==> src/rtl/mmc_chan_cmd_sched_pkg.sv <==
// Shared definitions for the per-channel DRAM command scheduler: command
// encodings, FSM state enumeration and default timing constants.
package mmc_chan_cmd_sched_pkg;

  localparam logic [1:0] MGR_DRAM_CMD_PC = 2'b00;
  localparam logic [1:0] MGR_DRAM_CMD_PO = 2'b01;
  localparam logic [1:0] MGR_DRAM_CMD_RD = 2'b10;
  localparam logic [1:0] MGR_DRAM_CMD_WR = 2'b11;

  localparam int DEF_T_ACT2RW = 4;
  localparam int DEF_T_RW2RW  = 2;
  localparam int DEF_T_PC2ACT = 3;

  // Wide enough for any of the spacing constants above.
  localparam int TCNT_W = 4;

  typedef enum logic [1:0] {
    IDLE   = 2'd0,
    CLOSE  = 2'd1,
    OPEN   = 2'd2,
    ACCESS = 2'd3
  } sched_state_t;

  // Reload value for a spacing of t cycles (counter expires at zero).
  function automatic logic [TCNT_W-1:0] tload(input int t);
    return (t > 1) ? TCNT_W'(t - 1) : {TCNT_W{1'b0}};
  endfunction

endpackage

==> src/rtl/mmc_bank_state.sv <==
// One bank of the open-page table: open bit, open page and the per-bank
// PO->access / PC->PO spacing down-counter.
module mmc_bank_state
  import mmc_chan_cmd_sched_pkg::*;
#(
  parameter int PAGE_W   = 12,
  parameter int T_ACT2RW = DEF_T_ACT2RW,
  parameter int T_PC2ACT = DEF_T_PC2ACT
) (
  input  logic              clk,
  input  logic              rst,
  input  logic              po,
  input  logic              pc,
  input  logic [PAGE_W-1:0] page_in,
  output logic              is_open,
  output logic [PAGE_W-1:0] page,
  output logic              expired
);

  logic [TCNT_W-1:0] cnt;

  // Open/close tracking and saturating spacing counter.
  always_ff @(posedge clk or posedge rst) begin
    if (rst) begin
      is_open <= 1'b0;
      page    <= {PAGE_W{1'b0}};
      cnt     <= {TCNT_W{1'b0}};
    end else if (po) begin
      is_open <= 1'b1;
      page    <= page_in;
      cnt     <= tload(T_ACT2RW);
    end else if (pc) begin
      is_open <= 1'b0;
      cnt     <= tload(T_PC2ACT);
    end else if (cnt != {TCNT_W{1'b0}}) begin
      cnt <= cnt - TCNT_W'(1);
    end
  end

  assign expired = (cnt == {TCNT_W{1'b0}});

endmodule

==> src/rtl/mmc_chan_cmd_sched.sv <==
// Per-channel DRAM command scheduler. Define MGR_MMC_SCHED_CLOSED_PAGE_EN to
// close the page after every access (closed-page policy); default is open-page.
module mmc_chan_cmd_sched
  import mmc_chan_cmd_sched_pkg::*;
#(
  parameter int NUM_BANKS  = 32,
  parameter int BANK_W     = 5,
  parameter int PAGE_W     = 12,
  parameter int LINE_W     = 6,
  parameter int PHY_ADDR_W = 12,
  parameter int T_ACT2RW   = DEF_T_ACT2RW,
  parameter int T_RW2RW    = DEF_T_RW2RW,
  parameter int T_PC2ACT   = DEF_T_PC2ACT
) (
  input  logic                  clk,
  input  logic                  reset_poweron,
  input  logic                  dfi__mmc__init_done,
  input  logic                  req__sched__valid,
  output logic                  sched__req__ready,
  input  logic                  req__sched__wr,
  input  logic [BANK_W-1:0]     req__sched__bank,
  input  logic [PAGE_W-1:0]     req__sched__page,
  input  logic [LINE_W-1:0]     req__sched__line,
  output logic                  mmc__dfi__cs,
  output logic                  mmc__dfi__cmd1,
  output logic                  mmc__dfi__cmd0,
  output logic [BANK_W-1:0]     mmc__dfi__bank,
  output logic [PHY_ADDR_W-1:0] mmc__dfi__addr,
  output logic                  sched__wr_issue,
  output logic                  sched__rd_issue
);

  sched_state_t state, state_nxt;

  logic                  cap_wr;
  logic [BANK_W-1:0]     cap_bank;
  logic [PAGE_W-1:0]     cap_page;
  logic [LINE_W-1:0]     cap_line;
  logic [TCNT_W-1:0]     rw_cnt;
  logic [NUM_BANKS-1:0]  bank_open, bank_expired, bank_po, bank_pc;
  logic [PAGE_W-1:0]     bank_page [NUM_BANKS];
  logic [BANK_W-1:0]     sel_bank;
  logic                  accept, issue, po_cmd, pc_cmd, rw_cmd;
  logic [1:0]            cmd_nxt;
  logic [PHY_ADDR_W-1:0] addr_nxt;

  for (genvar g = 0; g < NUM_BANKS; g++) begin : g_bank
    mmc_bank_state #(
      .PAGE_W  (PAGE_W),
      .T_ACT2RW(T_ACT2RW),
      .T_PC2ACT(T_PC2ACT)
    ) u_bank (
      .clk    (clk),
      .rst    (reset_poweron),
      .po     (bank_po[g]),
      .pc     (bank_pc[g]),
      .page_in(cap_page),
      .is_open(bank_open[g]),
      .page   (bank_page[g]),
      .expired(bank_expired[g])
    );
  end

  assign accept   = req__sched__valid & sched__req__ready;
  // While idle the table is looked up with the incoming request's bank.
  assign sel_bank = (state == IDLE) ? req__sched__bank : cap_bank;

  // Next-state and command selection.
  always_comb begin
    state_nxt = state;
    issue     = 1'b0;
    po_cmd    = 1'b0;
    pc_cmd    = 1'b0;
    rw_cmd    = 1'b0;
    cmd_nxt   = MGR_DRAM_CMD_PC;
    addr_nxt  = {PHY_ADDR_W{1'b0}};
    case (state)
      IDLE: begin
        if (!accept) begin
          state_nxt = IDLE;
        end else if (!bank_open[sel_bank]) begin
          state_nxt = OPEN;
        end else if (bank_page[sel_bank] == req__sched__page) begin
          state_nxt = ACCESS;
        end else begin
          state_nxt = CLOSE;
        end
      end
      CLOSE: begin
        if (dfi__mmc__init_done && bank_expired[sel_bank]) begin
          issue  = 1'b1;
          pc_cmd = 1'b1;
`ifdef MGR_MMC_SCHED_CLOSED_PAGE_EN
          state_nxt = IDLE;
`else
          state_nxt = OPEN;
`endif
        end else begin
          state_nxt = CLOSE;
        end
      end
      OPEN: begin
        if (dfi__mmc__init_done && bank_expired[sel_bank]) begin
          issue     = 1'b1;
          po_cmd    = 1'b1;
          cmd_nxt   = MGR_DRAM_CMD_PO;
          addr_nxt  = PHY_ADDR_W'(cap_page);
          state_nxt = ACCESS;
        end else begin
          state_nxt = OPEN;
        end
      end
      ACCESS: begin
        if (dfi__mmc__init_done && bank_expired[sel_bank] &&
            (rw_cnt == {TCNT_W{1'b0}})) begin
          issue    = 1'b1;
          rw_cmd   = 1'b1;
          cmd_nxt  = cap_wr ? MGR_DRAM_CMD_WR : MGR_DRAM_CMD_RD;
          addr_nxt = PHY_ADDR_W'(cap_line);
`ifdef MGR_MMC_SCHED_CLOSED_PAGE_EN
          state_nxt = CLOSE;
`else
          state_nxt = IDLE;
`endif
        end else begin
          state_nxt = ACCESS;
        end
      end
      default: state_nxt = IDLE;
    endcase
  end

  // One-hot update strobes into the bank table.
  always_comb begin
    bank_po           = {NUM_BANKS{1'b0}};
    bank_pc           = {NUM_BANKS{1'b0}};
    bank_po[cap_bank] = po_cmd;
    bank_pc[cap_bank] = pc_cmd;
  end

  // FSM state, captured request and global access-spacing counter.
  always_ff @(posedge clk or posedge reset_poweron) begin
    if (reset_poweron) begin
      state    <= IDLE;
      cap_wr   <= 1'b0;
      cap_bank <= {BANK_W{1'b0}};
      cap_page <= {PAGE_W{1'b0}};
      cap_line <= {LINE_W{1'b0}};
      rw_cnt   <= {TCNT_W{1'b0}};
    end else begin
      state <= state_nxt;
      if (accept) begin
        cap_wr   <= req__sched__wr;
        cap_bank <= req__sched__bank;
        cap_page <= req__sched__page;
        cap_line <= req__sched__line;
      end
      if (rw_cmd) begin
        rw_cnt <= tload(T_RW2RW);
      end else if (rw_cnt != {TCNT_W{1'b0}}) begin
        rw_cnt <= rw_cnt - TCNT_W'(1);
      end
    end
  end

  // Registered command bus; every field is zero on a NOP cycle.
  always_ff @(posedge clk or posedge reset_poweron) begin
    if (reset_poweron) begin
      mmc__dfi__cs      <= 1'b0;
      mmc__dfi__cmd1    <= 1'b0;
      mmc__dfi__cmd0    <= 1'b0;
      mmc__dfi__bank    <= {BANK_W{1'b0}};
      mmc__dfi__addr    <= {PHY_ADDR_W{1'b0}};
      sched__wr_issue   <= 1'b0;
      sched__rd_issue   <= 1'b0;
      sched__req__ready <= 1'b0;
    end else begin
      mmc__dfi__cs      <= issue;
      mmc__dfi__cmd1    <= cmd_nxt[1];
      mmc__dfi__cmd0    <= cmd_nxt[0];
      mmc__dfi__bank    <= issue ? cap_bank : {BANK_W{1'b0}};
      mmc__dfi__addr    <= addr_nxt;
      sched__wr_issue   <= rw_cmd & cap_wr;
      sched__rd_issue   <= rw_cmd & ~cap_wr;
      sched__req__ready <= (state_nxt == IDLE) & dfi__mmc__init_done;
    end
  end

endmodule

==> config.mk <==
export PLATFORM = sky130hd
export DESIGN_NAME = mmc_chan_cmd_sched
export DESIGN_NICKNAME = d
export VERILOG_FILES = /design/src/rtl/mmc_chan_cmd_sched_pkg.sv /design/src/rtl/mmc_bank_state.sv /design/src/rtl/mmc_chan_cmd_sched.sv
export SDC_FILE = /design/constraint.sdc
export NUM_CORES = 1
export LEC_CHECK = 0
export CAP_MARGIN = 20
export CORE_MARGIN = 1
export CORE_UTILIZATION = 65
export DETAILED_ROUTE_END_ITERATION = 12
export GPL_TIMING_DRIVEN = 0
export PLACE_DENSITY = 0.89
export SLEW_MARGIN = 20
export SYNTH_ARGS = -nofsm -noshare
export SYNTH_HDL_FRONTEND = slang
export SYNTH_SLANG_ARGS = --single-unit
==> constraint.sdc <==
create_clock -name clk -period 39.1 [get_ports clk]
set_input_delay 7.82 -clock clk [delete_from_list [all_inputs] [get_ports clk]]
set_output_delay 7.82 -clock clk [all_outputs]
set_load 0.05 [all_outputs]
Yosys cells after proc, flatten, opt, wreduce, memory -nomap -nowiden
Cells that the tools add are included.
{"block": "word_totals", "ff_bits": 597, "word_cells": 489, "inputBits": 28, "output_inout_bits": 23}
{"block": "op_classes", "muxes": 193, "n_eq_ne": 4, "n_bitwise": 8, "n_lt_le_gt_ge": 4, "add_sub_neg": 33, "reduce_logical": 137}
{"cell": "$mux 4", "n": 98}
{"cell": "$logic_not 4->1", "n": 33}
{"cell": "$reduce_bool 4->1", "n": 33}
{"cell": "$sub 4x1->4 const B", "n": 33}
{"cell": "$reduce_bool 3->1", "n": 32}
{"cell": "$mux 1", "n": 75}
{"cell": "$reduce_bool 2->1", "n": 33}
{"cell": "$and 32x32->32", "n": 2}
{"cell": "$bmux 12 s5", "n": 1}
{"cell": "$mux 12", "n": 3}
{"cell": "$pmux 12 s2", "n": 1}
{"cell": "$eq 12x12->1", "n": 1}
{"cell": "$lt 5x6->1 const B", "n": 2}
{"cell": "$mux 2", "n": 6}
{"cell": "$bmux 1 s5", "n": 2}
{"cell": "$mux 5", "n": 2}
{"cell": "$pmux 2 s4", "n": 1}
{"cell": "$ge 6x6->1 const B", "n": 1}
{"cell": "$mux 6", "n": 1}
{"cell": "$not 5->6", "n": 1}
{"cell": "$demux 1 s5", "n": 1}
{"cell": "$ge 5x1->1 const B", "n": 1}
{"cell": "$and 1x1->1", "n": 4}
{"cell": "$eq 2x2->1 const B", "n": 2}
{"cell": "other kinds (7)", "n": 10}

Longest topological paths before layout
{"block": "logic_depth", "depth_word": 13, "ltp_mapped": 17}

By module
Synthesis repeated with hierarchy kept, for this count alone.
{"block": "hier_totals", "hier_cells": 2692, "area_unflattened_um2": 30329.1}
{"mod": "mmc_bank_state", "n_inst": 32, "area_per_inst_um2": 708.2, "cells_each": 49}
{"mod": "mmc_chan_cmd_sched", "n_inst": 1, "area_per_inst_um2": 7667.4, "cells_each": 1124}

Least setup slack after synthesis
OpenSTA, ideal clock, no wires.
{"block": "synth_path", "kind": "in2reg", "startpoint": "input req__sched__bank[0]", "endpoint": "register g_bank[7].u_bank.page[0]", "arrival_time_ps": 10346, "n_path_buf": 4, "path_slack_ps": 28626, "setup_ps": 128, "cell_stages": 13, "cell_sequence": "buf_2 mux2i_4 mux2_1 mux2i_1 mux4_2 nor2_4 nor4_4 buf_6 nand3_2 buf_6 nor2_4 buf_4 mux2_1"}
{"block": "synth_between", "elab_chain_len": 7}
{"item": "start, declared", "line": "mmc_chan_cmd_sched.sv:21", "source": "input logic [BANK_W-1:0] req__sched__bank,"}
{"item": "$mux 5", "line": "mmc_chan_cmd_sched.sv:66", "source": "assign sel_bank = (state == IDLE) ? req__sched__bank : cap_bank;"}
{"item": "$bmux 1 s5", "line": "mmc_chan_cmd_sched.sv:103", "source": "if (dfi__mmc__init_done && bank_expired[sel_bank]) begin"}
{"item": "$mux 1 (implied by the code)", "line": "mmc_chan_cmd_sched.sv:103"}
{"item": "$logic_and 1x1->1", "line": "mmc_chan_cmd_sched.sv:103"}
{"item": "$mux 1", "line": "mmc_chan_cmd_sched.sv:103"}
{"item": "$mux 1", "line": "mmc_chan_cmd_sched.sv:77", "source": "case (state)"}
{"item": "$and 32x32->32 (no source line)"}
{"item": "end signal, assigned", "line": "mmc_bank_state.sv:26", "source": "page <= {PAGE_W{1'b0}};"}
{"item": "end signal, assigned", "line": "mmc_bank_state.sv:30", "source": "page <= page_in;"}
{"item": "end, declared", "line": "mmc_bank_state.sv:16", "source": "output logic [PAGE_W-1:0] page,"}
Every way passes these cells. The select of a mux whose other input is x is not followed.
A chain may end at the register's enable or synchronous reset.

Final worst setup path
{"block": "layout_path", "startpoint": "input req__sched__bank[1]", "endpoint": "register state[1]"}
{"block": "layout_between", "elab_chain_len": 10}
{"item": "$mux 5 *", "line": "mmc_chan_cmd_sched.sv:66"}
{"item": "$not 5->6 (implied by the code)", "line": "mmc_chan_cmd_sched.sv:83", "source": "end else if (bank_page[sel_bank] == req__sched__page) begin"}
{"item": "$bmux 12 s5", "line": "mmc_chan_cmd_sched.sv:83"}
{"item": "$mux 12 (implied by the code) (2 in a row)", "line": "mmc_chan_cmd_sched.sv:83"}
{"item": "$eq 12x12->1", "line": "mmc_chan_cmd_sched.sv:83"}
{"item": "$mux 2", "line": "mmc_chan_cmd_sched.sv:83"}
{"item": "$mux 2", "line": "mmc_chan_cmd_sched.sv:81", "source": "end else if (!bank_open[sel_bank]) begin"}
{"item": "$mux 2", "line": "mmc_chan_cmd_sched.sv:79", "source": "if (!accept) begin"}
{"item": "$pmux 2 s4 *", "line": "mmc_chan_cmd_sched.sv:77"}
{"item": "net state_nxt[1]", "line": "mmc_chan_cmd_sched.sv:33", "source": "sched_state_t state, state_nxt;"}
{"item": "end signal, assigned", "line": "mmc_chan_cmd_sched.sv:151", "source": "state <= state_nxt;"}
{"item": "end, declared", "line": "mmc_chan_cmd_sched.sv:33"}
The timed path passes the listed nets; every way through them passes the cells marked *. The select of a mux whose other input is x is not followed.

==> impl_metrics.json <==
{
  "die_y_um": 214,
  "setup_viol": 0,
  "dp.cells": 3154,
  "grt_remaining_overflow": 0,
  "clock_path_buffers": 3,
  "fmax_ghz": 0.0803,
  "placed_area_um2": 30700,
  "crit_fanout": 10,
  "timing.rr.start": "state[0]",
  "slowest_stage": "buf_2",
  "r2r_end": "state[1]",
  "synthAdderAreaFrac": 0.0162,
  "grt.total_usage": 0.434,
  "ant_nets": 0,
  "required_ns": 39.60,
  "async_flop_share": 1.00,
  "layout_common_cells": "597 x dfrtp_1, 380 x mux2_2, 213 x nand2_1, 151 x o21ai_0, 116 x a21oi_1",
  "num_rows": 77,
  "cts_sinks": 597,
  "whs_endpoint": "sched__rd_issue",
  "stdcell_count": 3268,
  "slowest_delay_ns": 0.63,
  "setup_tns_ns": 0,
  "crit_buf_inv": 5,
  "fin_crit_sh": 0.318,
  "hold_path_startpoint": "cap_wr",
  "drt_iter0_drc": 3822,
  "cts_tree": "built",
  "period_needed_ns": 12.45,
  "post_cts_resized": 0,
  "status": "finished clean",
  "grt_max_degree": 108,
  "maxCapViolations": 0,
  "leakagePower_nw": 15.2,
  "htreeDepth": 2,
  "grt_pass1_vias": 23500,
  "coreArea_um2": 44300,
  "worstSetupEndpointType": "flip-flop",
  "critPathKind": "in2reg",
  "relSlewSlack": 0.0710,
  "top_layer": "met5",
  "skew_ns": 0.0625,
  "clk_pin_slew_ns": 0.07,
  "clock_latency_ns": 0.69,
  "route.met2.wl_um": 41400,
  "yosysTopAreaCellShare": 0.510,
  "holdBufCountCts": 0,
  "final_nets": 2690,
  "path_cells": "clkdlybuf4s50_1 > mux2i_1 > buf_2 > buf_2 > buf_2 > buf_2 > mux2i_1 > a32oi_1 > nand4_1 > nand3_1 > xnor2_1 > nand4_1 > o31ai_1",
  "synth_edf_count": 0,
  "synth_top_family_by_area": "multiplexers",
  "synth_top_area_cell": "dfrtp_1",
  "seq_area_um2": 14900,
  "areaGrowthSynthToFinish_pct": 11.8,
  "drive_gt1_frac": 0.244,
  "antenna_found_initial": 4,
  "synth_seq_area_share": 0.510,
  "fillCellCount": 2675,
  "ir_worst_vdd_uv": 52.5,
  "cts_made_buffers": 60,
  "vias": 23500,
  "multi_input_area_um2": 13100,
  "start_kind": "input pin",
  "whs_ns": 0.485,
  "wire_per_inst_um": 30.3,
  "critPathArrivalTime_ns": 12.95,
  "syn_inst": 2507,
  "synth-compound-area-share": 0.0948,
  "finalHoldViolations": 0,
  "tightest_slew_ns": 1.39,
  "detail_route.wirelength_um": 99000,
  "synth_xor_area_frac": 0.0132,
  "die_w_um": 214,
  "synth_area_leaders": "dfrtp_1 51%, mux2_2 15%, mux4_2 3.6%",
  "drc": 0,
  "first_pass_iters": 9,
  "root_buffer": "clkbuf_16",
  "synth-warning-count": 0,
  "synth_fp_nets": 2573,
  "synth_cell_types": 74,
  "dp_hpwl_um": 65300,
  "ys_seq_elements": 597,
  "power_density_nw_per_um2": 74.6,
  "via_per_inst": 7.19,
  "avgSynthCellArea_um2": 11.7,
  "cp_top_family": "buffers and inverters",
  "synth-main-ff-cell": "dfrtp_1",
  "portBuffers": 49,
  "layout_commonest_cell": "dfrtp_1",
  "grt_pass1_wl_um": 147000,
  "reg2reg_depth": 15,
  "met1_length_um": 33900,
  "hold_path_depth": 1,
  "path_common_cell": "buf_2",
  "rsz0062_at_grt": "no",
  "hp-class": "reg2reg",
  "place_congestion": 1.08,
  "final_cell_area_um2": 32700,
  "die-area_um2": 45900,
  "boundaryPins": 51,
  "yosys.area_share.simple": 0.104,
  "met3WireLength_um": 15700,
  "synth_area_um2": 29300,
  "start_util": 0.661,
  "cts_setup_buffers": 0,
  "slew_violations": 0,
  "r2r_slack_ns": 33.54,
  "synthMuxAreaShare": 0.220
}
## cells by family after synthesis
| group | Yosys count |
|---|---|
| multiplexers | 528 |
| AO/OA/AOI/OAI | 449 |
| AND/OR/NAND/NOR | 587 |
| adder cells (fa/ha/maj) | 38 |
| buffers and inverters | 264 |
| flip-flops | 597 |
| XOR/XNOR | 44 |
## Yosys cell counts (all sizes together) (43+ instances only)
library cell and count:
mux2 438, nand3 47, nor3 44, mux2i 43
mux4 47, dfrtp 597, o21ai 152, buf 80
nor2 97, clkbuf 100, inv 83, a21oi 119
nand2 215
## power breakdown
part	total, mW	switching (mW)	internal, mW
registers	0.913	0.129	0.784
logic	0.938	0.589	0.348
clock network	0.593	0.258	0.335
## stage by stage
step	setup WS, ns	utilization	power (mW)
2_1_floorplan	14.57	-	1.49
3_3_place_gp	8.81	0.688	1.72
3_5_place_dp	26.40	0.693	1.79
4_1_cts	27.06	0.738	2.38
5_1_grt	26.76	0.739	2.52
6_report	26.65	0.739	2.44
## layout make-up
class	instances	area share
Buffer	180	0.0276
Tap cell	592	0.0226
Sequential cell	597	0.456
Clock buffer	89	0.0544
Multi-Input combinational cell	1646	0.402
Clock inverter	21	0.00738
Inverter	84	0.00986
Timing Repair Buffer	55	0.0200
Antenna cell	4	0.000306
## metal layers
| metal | global-route usage | vias up |
|---|---|---|
| met5 | 0 | - |
| met4 | 0.284 | 4 |
| met3 | 0.185 | 636 |
| met2 | 0.621 | 2111 |
| met1 | 0.541 | 11500 |
| li1 | - | 9218 |
## worst max-delay path by stage
stage	from	end	cells past startpoint
after CTS	req__sched__bank[1]	state[1]	12
after global placement	reset_poweron	rw_cnt[2]	2
after floorplan	reset_poweron	cap_bank[0]	1
after detailed placement	req__sched__bank[1]	state[1]	12
after global routing	req__sched__bank[1]	state[1]	13
final	req__sched__bank[1]	state[1]	13
## sequential cells by signal, summed over array words and instances (netlist names)
name	cells
cap_bank	5
cap_line	6
cap_page	12
cap_wr	1
g_bank.u_bank.cnt	128
g_bank.u_bank.is_open	32
g_bank.u_bank.page	384
mmc__dfi__addr	12
mmc__dfi__bank	5
mmc__dfi__cmd0	1
mmc__dfi__cmd1	1
mmc__dfi__cs	1
rw_cnt	4
sched__rd_issue	1
sched__req__ready	1
sched__wr_issue	1
state	2
No activity file was read; power rests on OpenSTA's default activity.
